File: src/rtl/spi_pkg.sv
// -----------------------------------------------------------------------------
// spi_pkg
//   Shared definitions for the SPI mode-1 receive slave:
//     - spi_state_t    : receive FSM state (IDLE, RECV)
//     - SPI_CPOL_MODE1 : clock polarity of mode 1 (SCLK idles low)
//     - SPI_CPHA_MODE1 : clock phase of mode 1 (sample on the trailing edge)
//     - SPI_DATA_W     : width of one received word
// -----------------------------------------------------------------------------
package spi_pkg;

  localparam logic SPI_CPOL_MODE1 = 1'b0;
  localparam logic SPI_CPHA_MODE1 = 1'b1;
  localparam int   SPI_DATA_W     = 8;

  typedef enum logic {
    IDLE = 1'b0,
    RECV = 1'b1
  } spi_state_t;

endpackage

File: src/rtl/spi_sync.sv
// -----------------------------------------------------------------------------
// spi_sync
//   Multi-flop synchronizer that brings one asynchronous input into the i_clk
//   domain. The chain resets to RST_VAL, which must be the idle level of the
//   input so that reset release never looks like an edge.
//   Parameters:
//     STAGES  : number of flops in the chain (2 or 3)
//     RST_VAL : value every flop takes in reset
//   Ports:
//     i_clk : sampling clock
//     i_rst : asynchronous active-high reset
//     i_d   : asynchronous input
//     o_q   : synchronized output (last flop of the chain)
// -----------------------------------------------------------------------------
module spi_sync #(
  parameter int   STAGES  = 2,
  parameter logic RST_VAL = 1'b0
) (
  input  logic i_clk,
  input  logic i_rst,
  input  logic i_d,
  output logic o_q
);

  logic [STAGES-1:0] r_sync;

  always_ff @(posedge i_clk or posedge i_rst) begin
    if (i_rst) begin
      r_sync <= {STAGES{RST_VAL}};
    end else begin
      r_sync <= {r_sync[STAGES-2:0], i_d};
    end
  end

  assign o_q = r_sync[STAGES-1];

endmodule

File: src/rtl/spi_slave_rx_mode1.sv
// -----------------------------------------------------------------------------
// spi_slave_rx_mode1
//   SPI slave receiver, mode 1 (CPOL=0, CPHA=1), MSB first. CS_n, SCLK and
//   MOSI are oversampled by In_clk; bits are taken on synchronized SCLK
//   falling edges while the FSM is in RECV. Every eighth bit inside a CS_n-low
//   frame completes a byte, which is loaded into Out_rx_data together with a
//   one-cycle Out_rx_valid pulse. A frame that ends mid-byte is discarded.
//
//   Optional feature macro: SPI_SLAVE_RX_FRAME_ERR_EN
//     When defined, adds Out_rx_err, a one-cycle pulse on every discarded
//     partial byte.
//
//   Parameters:
//     REF_CLK     : In_clk frequency in Hz
//     SPI_SCLK    : highest accepted SCLK frequency in Hz (REF_CLK >= 8x this)
//     SYNC_STAGES : synchronizer depth, 2 or 3
//   Ports:
//     In_clk       : system clock, rising edge
//     In_rst       : asynchronous active-high reset
//     In_spi_cs_n  : chip select, active low, asynchronous
//     In_spi_sclk  : SPI clock, asynchronous
//     In_spi_mosi  : serial data in, asynchronous
//     Out_rx_busy  : 1 while a frame is being received (state RECV)
//     Out_rx_valid : one-cycle pulse per completed byte
//     Out_rx_data  : last completed byte, held until the next one
//     Out_rx_err   : (macro only) one-cycle pulse per discarded partial byte
// -----------------------------------------------------------------------------
module spi_slave_rx_mode1
  import spi_pkg::*;
#(
  parameter int REF_CLK     = 50_000_000,
  parameter int SPI_SCLK    = 50_000,
  parameter int SYNC_STAGES = 2
) (
  input  logic                  In_clk,
  input  logic                  In_rst,
  input  logic                  In_spi_cs_n,
  input  logic                  In_spi_sclk,
  input  logic                  In_spi_mosi,
  output logic                  Out_rx_busy,
  output logic                  Out_rx_valid,
  output logic [SPI_DATA_W-1:0] Out_rx_data
`ifdef SPI_SLAVE_RX_FRAME_ERR_EN
  ,
  output logic                  Out_rx_err
`endif
);

  generate
    if (REF_CLK < 8 * SPI_SCLK) begin : g_bad_ratio
      $error("spi_slave_rx_mode1: REF_CLK must be at least 8x SPI_SCLK");
    end
    if (SYNC_STAGES != 2 && SYNC_STAGES != 3) begin : g_bad_stages
      $error("spi_slave_rx_mode1: SYNC_STAGES must be 2 or 3");
    end
  endgenerate

  // Synchronizers, each reset to the idle level of its line.
  logic w_cs_s;
  logic w_sclk_s;
  logic w_mosi_s;

  spi_sync #(.STAGES(SYNC_STAGES), .RST_VAL(1'b1)) u_sync_cs (
    .i_clk(In_clk), .i_rst(In_rst), .i_d(In_spi_cs_n), .o_q(w_cs_s)
  );
  spi_sync #(.STAGES(SYNC_STAGES), .RST_VAL(SPI_CPOL_MODE1)) u_sync_sclk (
    .i_clk(In_clk), .i_rst(In_rst), .i_d(In_spi_sclk), .o_q(w_sclk_s)
  );
  spi_sync #(.STAGES(SYNC_STAGES), .RST_VAL(1'b0)) u_sync_mosi (
    .i_clk(In_clk), .i_rst(In_rst), .i_d(In_spi_mosi), .o_q(w_mosi_s)
  );

  // One-cycle-delayed copies for edge detection.
  logic r_cs_d;
  logic r_sclk_d;

  always_ff @(posedge In_clk or posedge In_rst) begin
    if (In_rst) begin
      r_cs_d   <= 1'b1;
      r_sclk_d <= SPI_CPOL_MODE1;
    end else begin
      r_cs_d   <= w_cs_s;
      r_sclk_d <= w_sclk_s;
    end
  end

  logic w_cs_fall;
  logic w_cs_rise;
  logic w_sclk_fall;

  assign w_cs_fall   =  r_cs_d & ~w_cs_s;
  assign w_cs_rise   = ~r_cs_d &  w_cs_s;
  assign w_sclk_fall =  r_sclk_d & ~w_sclk_s;

  // ---------------------------------------------------------------------------
  // FSM: state register / next-state / outputs
  // ---------------------------------------------------------------------------
  spi_state_t r_state;
  spi_state_t w_state_nxt;

  always_ff @(posedge In_clk or posedge In_rst) begin
    if (In_rst) begin
      r_state <= IDLE;
    end else begin
      r_state <= w_state_nxt;
    end
  end

  always_comb begin
    w_state_nxt = r_state;
    case (r_state)
      IDLE: if (w_cs_fall) w_state_nxt = RECV;
      RECV: if (w_cs_rise) w_state_nxt = IDLE;
      default: w_state_nxt = IDLE;
    endcase
  end

  always_comb begin
    Out_rx_busy = 1'b0;
    if (r_state == RECV) Out_rx_busy = 1'b1;
  end

  // ---------------------------------------------------------------------------
  // Datapath
  // ---------------------------------------------------------------------------
  logic [2:0]            r_bit_cnt;
  logic [SPI_DATA_W-1:0] r_shift;
  logic [SPI_DATA_W-1:0] r_data;
  logic                  r_valid;
  logic                  w_take_bit;
  logic                  w_byte_done;
  logic [SPI_DATA_W-1:0] w_shift_nxt;

  // Bits are only taken in RECV; a CS_n fall (only possible in IDLE) therefore
  // masks any SCLK edge detected in the same cycle.
  assign w_take_bit  = (r_state == RECV) & w_sclk_fall;
  assign w_byte_done = w_take_bit & (r_bit_cnt == 3'd7);
  assign w_shift_nxt = {r_shift[SPI_DATA_W-2:0], w_mosi_s};

  always_ff @(posedge In_clk or posedge In_rst) begin
    if (In_rst) begin
      r_bit_cnt <= 3'd0;
      r_shift   <= '0;
      r_data    <= '0;
      r_valid   <= 1'b0;
    end else begin
      r_valid <= 1'b0;
      if (r_state == IDLE && w_cs_fall) begin
        r_bit_cnt <= 3'd0;
        r_shift   <= '0;
      end else if (w_take_bit) begin
        r_shift   <= w_shift_nxt;
        r_bit_cnt <= r_bit_cnt + 3'd1;  // wraps 7 -> 0 at the byte boundary
        if (w_byte_done) begin
          r_data  <= w_shift_nxt;
          r_valid <= 1'b1;
        end
      end
    end
  end

  assign Out_rx_data  = r_data;
  assign Out_rx_valid = r_valid;

`ifdef SPI_SLAVE_RX_FRAME_ERR_EN
  // A frame end is an abort when bits have been collected for a byte that
  // does not complete in this same cycle.
  logic r_err;
  logic w_abort;

  assign w_abort = (r_state == RECV) & w_cs_rise & ~w_byte_done &
                   ((r_bit_cnt != 3'd0) | w_take_bit);

  always_ff @(posedge In_clk or posedge In_rst) begin
    if (In_rst) begin
      r_err <= 1'b0;
    end else begin
      r_err <= w_abort;
    end
  end

  assign Out_rx_err = r_err;
`endif

endmodule

File: config.mk
export PLATFORM = sky130hd
export DESIGN_NAME = spi_slave_rx_mode1
export DESIGN_NICKNAME = d
export VERILOG_FILES = /design/src/rtl/spi_pkg.sv /design/src/rtl/spi_sync.sv /design/src/rtl/spi_slave_rx_mode1.sv
export SDC_FILE = /design/constraint.sdc
export NUM_CORES = 1
export LEC_CHECK = 0
export CORE_MARGIN = 1
export CORE_UTILIZATION = 54
export CTS_BUF_LIST = sky130_fd_sc_hd__clkbuf_8
export CTS_CLUSTER_DIAMETER = 100
export DETAILED_ROUTE_END_ITERATION = 12
export HOLD_SLACK_MARGIN = 0.12
export PLACE_DENSITY = 0.9
export SETUP_SLACK_MARGIN = 0.1
export SLEW_MARGIN = 10
export SYNTH_ARGS = -nofsm -noshare
export SYNTH_HDL_FRONTEND = slang
export SYNTH_SLANG_ARGS = --single-unit
File: constraint.sdc
create_clock -name In_clk -period 1.6 [get_ports In_clk]
set_clock_uncertainty 0.15 [all_clocks]
set_input_delay 0.4 -clock In_clk [delete_from_list [all_inputs] [get_ports In_clk]]
set_output_delay 0.4 -clock In_clk [all_outputs]
set_load 0.02 [all_outputs]
==> results of run 1 <==
-- cell families (layout without fill, tap and decap cells) --
family                     Yosys count  after routing  share of synthesized area (%)
AOI/OAI and AO/OA                   11             11                          9.192
DFF                                 28             28                          69.94
muxes                               10             10                          11.06
xor gates and xnor gates             1              1                         0.8697
buffers and inverters                4             29                          2.236
adders and majority gates            2              2                          2.484
and+or+nand+nor                      6              7                          4.224
-- final timing paths --
| kind | end | slack, ns | depth (start not counted) |
|---|---|---|---|
| setup / recovery | Out_rx_data[2] | 0.13 | 4 |
| hold / removal | u_sync_cs.r_sync[1] | 0.21 | 0 |
| hold reg to reg | u_sync_cs.r_sync[1] | 0.21 | 0 |
| setup reg to reg | Out_rx_data[2] | 0.13 | 4 |
| min in group asynchronous | u_sync_sclk.r_sync[1] | 0.26 | 3 |
| max in group asynchronous | r_shift[6] | 0.79 | 3 |
-- state kept, by name, indices dropped and copies added, names as in the netlist --
| signal | flops |
|---|---|
| r_state | 1 |
| u_sync_sclk.r_sync | 2 |
| r_shift | 7 |
| r_bit_cnt | 3 |
| Out_rx_data | 8 |
| u_sync_mosi.r_sync | 2 |
| r_sclk_d | 1 |
| r_cs_d | 1 |
| u_sync_cs.r_sync | 2 |
| Out_rx_valid | 1 |
-- metal layers --
metal | part of all wire [%] | vias up | GRT usage, % | routed length (um)
met2 | 49 | 15 | 27.54 | 743
met5 | 0 | - | 0 | 0
li1 | - | 272 | - | -
met4 | 0.66 | 0 | 5.455 | 10
met1 | 46 | 303 | 25.07 | 707
met3 | 4.2 | 2 | 4.800 | 64
-- worst max-delay path: stages, from the launching register on --
cell and delay, ns:
dfrtp_1 0.39, ha_2 0.20, ha_4 0.18, nand2_4 0.11, mux2_2 0.34
-- report_power, final --
group | switching (W) | total [W] | internal (W)
clock | 0.000198 | 0.000417 | 0.000220
combinational | 0.0000756 | 0.000184 | 0.000109
sequential | 0.0000287 | 0.000781 | 0.000752
total | 0.000302 | 0.00138 | 0.00108
-- cell type report --
class	instances	area [sq um]	area share (%)
Inverter	3	11.26	0.8876
Tap cell	25	31.28	2.465
Timing Repair Buffer	22	155.1	12.23
Sequential cell	28	705.7	55.62
Multi-Input combinational cell	31	310.3	24.46
Clock buffer	4	55.05	4.339
-- through the flow --
step                total power [W]  cell area [sq um]  setup WS [ns]  hold WS, ns  cells
floorplan                 0.0008768               1008         0.1099       0.1812     62
global placement          0.0009159               1199        0.05534       0.1833    104
detailed placement        0.0009275               1199      0.0007064       0.1918    104
CTS                        0.001366               1286        0.02133       0.2099    111
global route               0.001442               1269        0.09591       0.2155    113
finish                     0.001383               1269         0.1280       0.2088    113
-- Yosys cell counts, drive strengths merged --
cell type	n
dfstp	3
mux2	9
inv	3
nor2	1
nand2b	1
ha	2
buf	1
a21oi	1
mux2i	1
nand2	1
nor2b	2
dfrtp	25
a22o	10
xnor2	1
and3b	1
-- repair_timing --
item                                    4_1_cts  5_1_grt
cloned                                        1        0
buffers inserted                              2        2
endpoints found under the setup margin       26       26
hold buffers                                  0        0
resized for setup                            20       14
endpoints found under the hold margin         0        0
pin swaps                                     1        1
==> flow_summary.yaml, run 1 <==
global_route:
  grt_max_degree: 20
  grt_pass1_wl_um: 2559
  grt_usage_pct: 17.88
  grt_pass1_vias: 580
  overflow: 0
  grt_antenna_before_repair: 0
critical_path:
  crit_start: "r_bit_cnt[1]"
  arrival_ns: 1.48
  reg2reg_from: "r_bit_cnt[1]"
  path_class: "flop to flop"
  cp-start-kind: "flop"
  worstPathRequired_ns: 1.60
  cp-end-kind: "flop"
  cp_max_fo: 5
die:
  ios: 15
  fp.coreArea_sq_mm: 0.001745
  rows: 15
  fp.dieW_um: 45.19
  die-area_sq_mm: 0.002042
  die_h_um: 45.19
  initial_core_util_pct: 57.71
cts:
  cts_sinks: 28
  clock_path_buffers: 2
  cts_root_buffer: "clkbuf_8"
  tritoncts: "yes"
  path_clk_slew_ns: 0.09
  h-tree-depth: 1
  clk_latency_ns: 0.27
  cts-buffers-inserted: 3
timing:
  rsz0062_at_grt: "true"
  max_slew_margin_pct: 68.37
  max_freq_ghz: 0.6794
  fin_crit_sh_pct: 92.00
  hold_viol: 0
  period_minus_slack_ns: 1.472
  drv_slew: 0
  finalSetupTns_ns: 0
  tightest_slew_ns: 0.4652
  setup_viol: 0
status:
  outcome: "complete, no violations"
logic_synthesis:
  avgSynthCellArea_sq_um: 16.25
  synthTopCellsByArea: "dfrtp_1 62%, mux2_2 10%, a22o_1 8.7%"
  yosysWarnings: 0
  netlist_area_sq_mm: 0.001007
  synth_top_area_cell: "dfrtp_1"
  synth_cell_types: 15
  syn_inst: 62
  ys_ff_latch: 28
  yosysSeqAreaShare_pct: 69.94
  syn_nets: 69
  synth_top_area_share_pct: 62.11
place:
  io_buffers: 14
  place.detailed.hpwl_um: 1054
  gp_congestion: 0.6889
finish:
  final_common_cell: "dfrtp_1"
  drive_gt1_share_pct: 44.32
  layout_common_cells: "24 x dfrtp_1, 10 x a22o_1, 9 x mux2_2, 9 x clkbuf_2, 8 x buf_4"
  utilization_pct: 72.69
  antenna_cells: 0
  fillCellCount: 119
  final_net_count: 96
  area_delta_synth_final_pct: 25.96
min_path:
  holdCritPathClass: "flop to flop"
  hp-start: "u_sync_cs.r_sync[0]"
detailed_routing:
  via_count: 592
  drtPass1Iterations: 3
  routedWlPerCell_um: 13.49
  ant_nets: 0
  drcViolationCount: 0
  vias_per_cell: 5.239
  drt_iter0_drc: 16
  wirelength_um: 1524
power:
  p_per_area_mw_per_mm2: 1090
  leakage_nw: 0.6717
  ir_worst_vdd_uv: 865.9
job:
  maxCapViolations: 0
No activity file was read; power rests on OpenSTA's default activity.
==> inputs of run 2 (changes only) <==
--- a/config.mk
+++ b/config.mk
@@ -5,7 +5,7 @@
 export SDC_FILE = /design/constraint.sdc
 export NUM_CORES = 1
 export LEC_CHECK = 0
-export CORE_MARGIN = 1
+export CORE_MARGIN = 2
 export CORE_UTILIZATION = 54
 export CTS_BUF_LIST = sky130_fd_sc_hd__clkbuf_8
 export CTS_CLUSTER_DIAMETER = 100
==> run 2 against run 1 <==
  * Via count down 0.51%
  * Combinational power down 12%
  * Power down 0.90%
  * Count of clock-buffer cells in the layout unchanged
  * Sequential cell count unchanged
  * Fmax down 1.1%
  * Largest cell class unchanged
  * Highest routed layer unchanged
  * Worst hold slack worse by 0.026 ns
  * Sequential share of layout area up 0.55 points
==> flow_summary.yaml, run 2 (synthesis gave the netlist of run 1 again) <==
power:
  clkPwrFrac_pct: 30.9
  power_frac_seq_pct: 57.2
  p_int_w: 0.001065
  swShare_pct: 22.32
  switchingPower_w: 0.0003059
  power_frac_comb_pct: 11.9
  ir_worst_vdd_uv: 814.0
  leakage_nw: 0.6559
  p_per_area_mw_per_mm2: 1091
cts:
  tritoncts: "yes"
  cts_root_buffer: "clkbuf_8"
  hold_buffers: 0
  cts_sinks: 28
  h-tree-depth: 1
  path_clk_slew_ns: 0.09
  clock_path_buffers: 2
  clk_latency_ns: 0.27
  cts-buffers-inserted: 3
die:
  rows: 15
  fp.dieW_um: 47.19
  ios: 15
  die_h_um: 47.19
  fp.coreArea_sq_mm: 0.001745
  initial_core_util_pct: 57.71
  die-area_sq_mm: 0.002227
critical_path:
  worstPathRequired_ns: 1.61
  cp-end-kind: "flop"
  path_class: "flop to flop"
  arrival_ns: 1.49
  cp_max_fo: 5
  cp-start-kind: "flop"
status:
  outcome: "complete, no violations"
global_route:
  grt_max_degree: 25
  grt_antenna_before_repair: 0
  grt_pass1_wl_um: 2697
  grt_usage_pct: 18.89
  overflow: 0
  grt_pass1_vias: 563
finish:
  largest_reg_flops: 8
  drive_gt1_share_pct: 43.53
  area_delta_synth_final_pct: 24.72
  antenna_cells: 0
  final_net_count: 93
  fillCellCount: 117
  utilization_pct: 71.97
  layout_common_cells: "24 x dfrtp_1, 10 x a22o_1, 8 x clkbuf_2"
  final_common_cell: "dfrtp_1"
detailed_routing:
  wirelength_um: 1730
  routedWlPerCell_um: 15.73
  drcViolationCount: 0
  via_count: 589
  vias_per_cell: 5.355
  drtPass1Iterations: 3
  ant_nets: 0
  drt_iter0_drc: 1
place:
  io_buffers: 14
  gp_congestion: 0.7089
  place.detailed.hpwl_um: 1116
timing:
  drv_slew: 0
  max_slew_margin_pct: 69.08
  tightest_slew_ns: 0.4548
  rsz0062_at_grt: "true"
  max_freq_ghz: 0.6721
  period_minus_slack_ns: 1.488
  setup_viol: 0
  fin_crit_sh_pct: 93.00
  hold_viol: 0
  finalSetupTns_ns: 0
min_path:
  holdCritPathClass: "primary input to asynchronous set/reset pin"
job:
  maxCapViolations: 0
==> run 2: cell count changes in the layout (fill, tap and decap cells not counted), sizes merged <==
cell / delta
buf: -1
clkbuf: -1
clkdlybuf4s15: -1
==> run 2: through the flow <==
| step | hold slack [ns] | setup slack, ns | cell area [sq um] | cells | power (W) |
|---|---|---|---|---|---|
| 2_1_floorplan | 0.1812 | 0.1099 | 1008 | 62 | 0.0008768 |
| 3_3_place_gp | 0.1823 | 0.05999 | 1204 | 103 | 0.0009183 |
| 3_5_place_dp | 0.1889 | 0.002463 | 1204 | 103 | 0.0009305 |
| 4_1_cts | 0.1835 | 0.01726 | 1295 | 110 | 0.001374 |
| 5_1_grt | 0.2103 | 0.08464 | 1256 | 110 | 0.001425 |
| 6_report | 0.1824 | 0.1120 | 1256 | 110 | 0.001370 |
==> run 2: area by class of cell <==
class / instances / area (sq um) / share of cell area, %
Tap cell: 25 / 31.28 / 2.490
Clock buffer: 4 / 55.05 / 4.382
Sequential cell: 28 / 705.7 / 56.18
Inverter: 3 / 11.26 / 0.8964
Multi-Input combinational cell: 31 / 312.8 / 24.90
Timing Repair Buffer: 19 / 140.1 / 11.16
==> run 2: repair_timing <==
action	CTS	global route
setup buffers	2	0
gates resized for setup	23	15
gates cloned	1	0
pin swaps	1	0
endpoints found under the setup margin	26	23
==> run 2: worst max-delay path, stage by stage (launching register included) <==
cell and delay [ns]:
dfrtp_1 0.40, ha_2 0.21, ha_4 0.17, nand2_4 0.11
mux2_2 0.35
==> run 2: path summary, 6_finish.rpt <==
check	startpoint	to	slack, ns	cells after the start
setup reg to reg	r_bit_cnt[0]	Out_rx_data[4]	0.11	4
hold reg to reg	u_sync_mosi.r_sync[0]	u_sync_mosi.r_sync[1]	0.21	0
setup / recovery	r_bit_cnt[0]	Out_rx_data[4]	0.11	4
hold / removal	In_rst	r_state	0.18	2
max in group asynchronous	In_rst	Out_rx_data[5]	0.74	3
min in group In_clk	u_sync_mosi.r_sync[0]	u_sync_mosi.r_sync[1]	0.21	0
==> run 2: power by group through the flow <==
stage / combinational, W / sequential (W) / clock [W]
floorplan: 0.0000817 / 0.000795 / 0
global placement: 0.000124 / 0.000795 / 0
detailed placement: 0.000131 / 0.000800 / 0
CTS: 0.000164 / 0.000784 / 0.000426
global route: 0.000181 / 0.000787 / 0.000456
finish: 0.000162 / 0.000784 / 0.000424
==> run 2: metal layers <==
layer / vias to the layer above / GRT usage (%) / wire length (um)
li1: 271 / - / -
met1: 303 / 23.10 / 733
met2: 13 / 32.05 / 921
met3: 2 / 5.000 / 66
met4: 0 / 7.222 / 9
met5: - / 0 / 0
==> inputs of run 3 (changes only) <==
--- a/config.mk
+++ b/config.mk
@@ -6,12 +6,12 @@
 export NUM_CORES = 1
 export LEC_CHECK = 0
 export CORE_MARGIN = 2
-export CORE_UTILIZATION = 54
+export CORE_UTILIZATION = 50
 export CTS_BUF_LIST = sky130_fd_sc_hd__clkbuf_8
 export CTS_CLUSTER_DIAMETER = 100
 export DETAILED_ROUTE_END_ITERATION = 12
 export HOLD_SLACK_MARGIN = 0.12
-export PLACE_DENSITY = 0.9
+export PLACE_DENSITY = 0.85
 export SETUP_SLACK_MARGIN = 0.1
 export SLEW_MARGIN = 10
 export SYNTH_ARGS = -nofsm -noshare
==> run 3 against run 2 <==
  * Worst hold slack got worse by 0.012 ns
  * Design area rose by 0.90%
  * Via count fell by 3.4%
  * Fmax grew 1.8%
  * Largest power group unchanged
==> flow_summary.yaml, run 3 (synthesis gave the netlist of run 1 again) <==
cts:
  clk_latency_ns: 0.27
  cts_root_buffer: "clkbuf_8"
  hold_buffers: 0
  clock_path_buffers: 2
  cts_sinks: 28
  path_clk_slew_ns: 0.08
  h-tree-depth: 1
  tritoncts: "yes"
  cts-buffers-inserted: 3
place:
  placed_cells: 106
  place.detailed.hpwl_um: 1004
  gp_congestion: 0.6840
  placed_cell_area_sq_mm: 0.001201
  io_buffers: 14
power:
  swShare_pct: 22.05
  leakage_nw: 0.6475
  p_int_w: 0.001023
  power_frac_comb_pct: 12.7
  switchingPower_w: 0.0002895
  finalPower_w: 0.001312
  ir_worst_vdd_uv: 873.4
  power_frac_seq_pct: 59.4
  clkPwrFrac_pct: 27.8
  p_per_area_mw_per_mm2: 1035
timing:
  drv_slew: 0
  finalSetupTns_ns: 0
  fin_crit_sh_pct: 91.36
  tightest_slew_ns: 0.4229
  period_minus_slack_ns: 1.462
  max_slew_margin_pct: 71.25
  rsz0062_at_grt: "true"
  setup_viol: 0
  max_freq_ghz: 0.6841
  hold_viol: 0
global_route:
  grt_usage_pct: 13.95
  overflow: 0
  grt_antenna_before_repair: 0
  grt_pass1_wl_um: 2387
  grt_pass1_vias: 531
  grt_max_degree: 16
critical_path:
  cp-end-kind: "primary output"
  critical-path-slowest-cell: "dfrtp_1"
  path_cells: "clkdlybuf4s15_2"
  cp-start-kind: "flop"
  arrival_ns: 0.91
  path_class: "flop to primary output"
  crit_start: "Out_rx_data[0]"
  worstPathRequired_ns: 1.05
  cp_max_fo: 2
  reg2reg_from: "r_bit_cnt[0]"
  critical_path_buf_inv_count: 1
  max_stage_delay_ns: 0.39
  critPathTopFamily: "flip-flops"
die:
  fp.coreArea_sq_mm: 0.001922
  initial_core_util_pct: 52.41
  ios: 15
  die-area_sq_mm: 0.002389
  rows: 16
  die_h_um: 48.88
  fp.dieW_um: 48.88
finish:
  antenna_cells: 0
  drive_gt1_share_pct: 42.53
  layout_common_cells: "24 x dfrtp_1, 10 x a22o_1, 9 x mux2_2"
  largest_reg_flops: 8
  multi_input_area_sq_um: 305.3
  register_area_sq_um: 705.7
  fin_cells: 114
  final_common_cell: "dfrtp_1"
  final_net_count: 95
  area_delta_synth_final_pct: 25.84
  fillCellCount: 153
  finalInstanceArea_sq_mm: 0.001267
detailed_routing:
  drt_iter0_drc: 1
  via_count: 569
  drcViolationCount: 0
  routedWlPerCell_um: 12.25
  vias_per_cell: 4.991
  ant_nets: 0
  drtPass1Iterations: 3
  wirelength_um: 1397
job:
  maxCapViolations: 0
min_path:
  holdCritPathClass: "primary input to asynchronous set/reset pin"
status:
  outcome: "complete, no violations"
## run 3: worst reg2reg max path, delay by kind of cell, from the launching register on
family        cells  cell delay, ns
fa+ha+maj         2            0.37
flops             1            0.39
mux               1            0.34
simple gates      1            0.11
## run 3: power by group through the flow
stage,registers [W],logic [W],clock network (W)
finish,0.000780,0.000167,0.000365
global route,0.000786,0.000189,0.000410
CTS,0.000781,0.000162,0.000385
detailed placement,0.000798,0.000127,0
global placement,0.000796,0.000122,0
floorplan,0.000795,0.0000817,0
## run 3: per-layer routing
| metal | up-vias | GRT usage [%] | wire [um] | part of all wire (%) |
|---|---|---|---|---|
| li1 | 270 | - | - | - |
| met1 | 283 | 18.11 | 659 | 47 |
| met2 | 11 | 20.32 | 634 | 45 |
| met3 | 5 | 4.601 | 63 | 4.5 |
| met4 | 0 | 8.571 | 39 | 2.8 |
| met5 | - | 0 | 0 | 0 |
## run 3: metrics by stage
stage | hold slack [ns] | util, % | worst slack [ns]
global placement | 0.1831 | 62.50 | 0.06356
floorplan | 0.1812 | - | 0.1099
finish | 0.1699 | 65.95 | 0.1382
global route | 0.1853 | 65.95 | 0.09911
detailed placement | 0.1943 | 62.50 | 0.02450
CTS | 0.1711 | 67.19 | 0.07690
## run 3: layout make-up
cell class	count	share of cell area [%]
sequential	28	55.68
multi-input combinational	31	24.09
timing repair buffer	21	13.13
clock buffer	3	3.258
tap	27	2.665
inverter	3	0.8884
clock inverter	1	0.2961
## run 3: path summary, 6_finish.rpt
kind,slack (ns),cells past startpoint,end
max in group asynchronous,0.71,3,r_shift[0]
setup reg to reg,0.14,4,Out_rx_data[4]
min in group In_clk,0.21,0,u_sync_cs.r_sync[1]
hold / removal,0.17,2,r_state
setup / recovery,0.14,1,Out_rx_data[0]
hold reg to reg,0.21,0,u_sync_cs.r_sync[1]
## run 3: timing repair
action,4_1_cts,5_1_grt
gates cloned,1,0
gates resized for setup,28,6
pin swaps,1,0
setup buffers,2,1
setup endpoints to repair,26,11
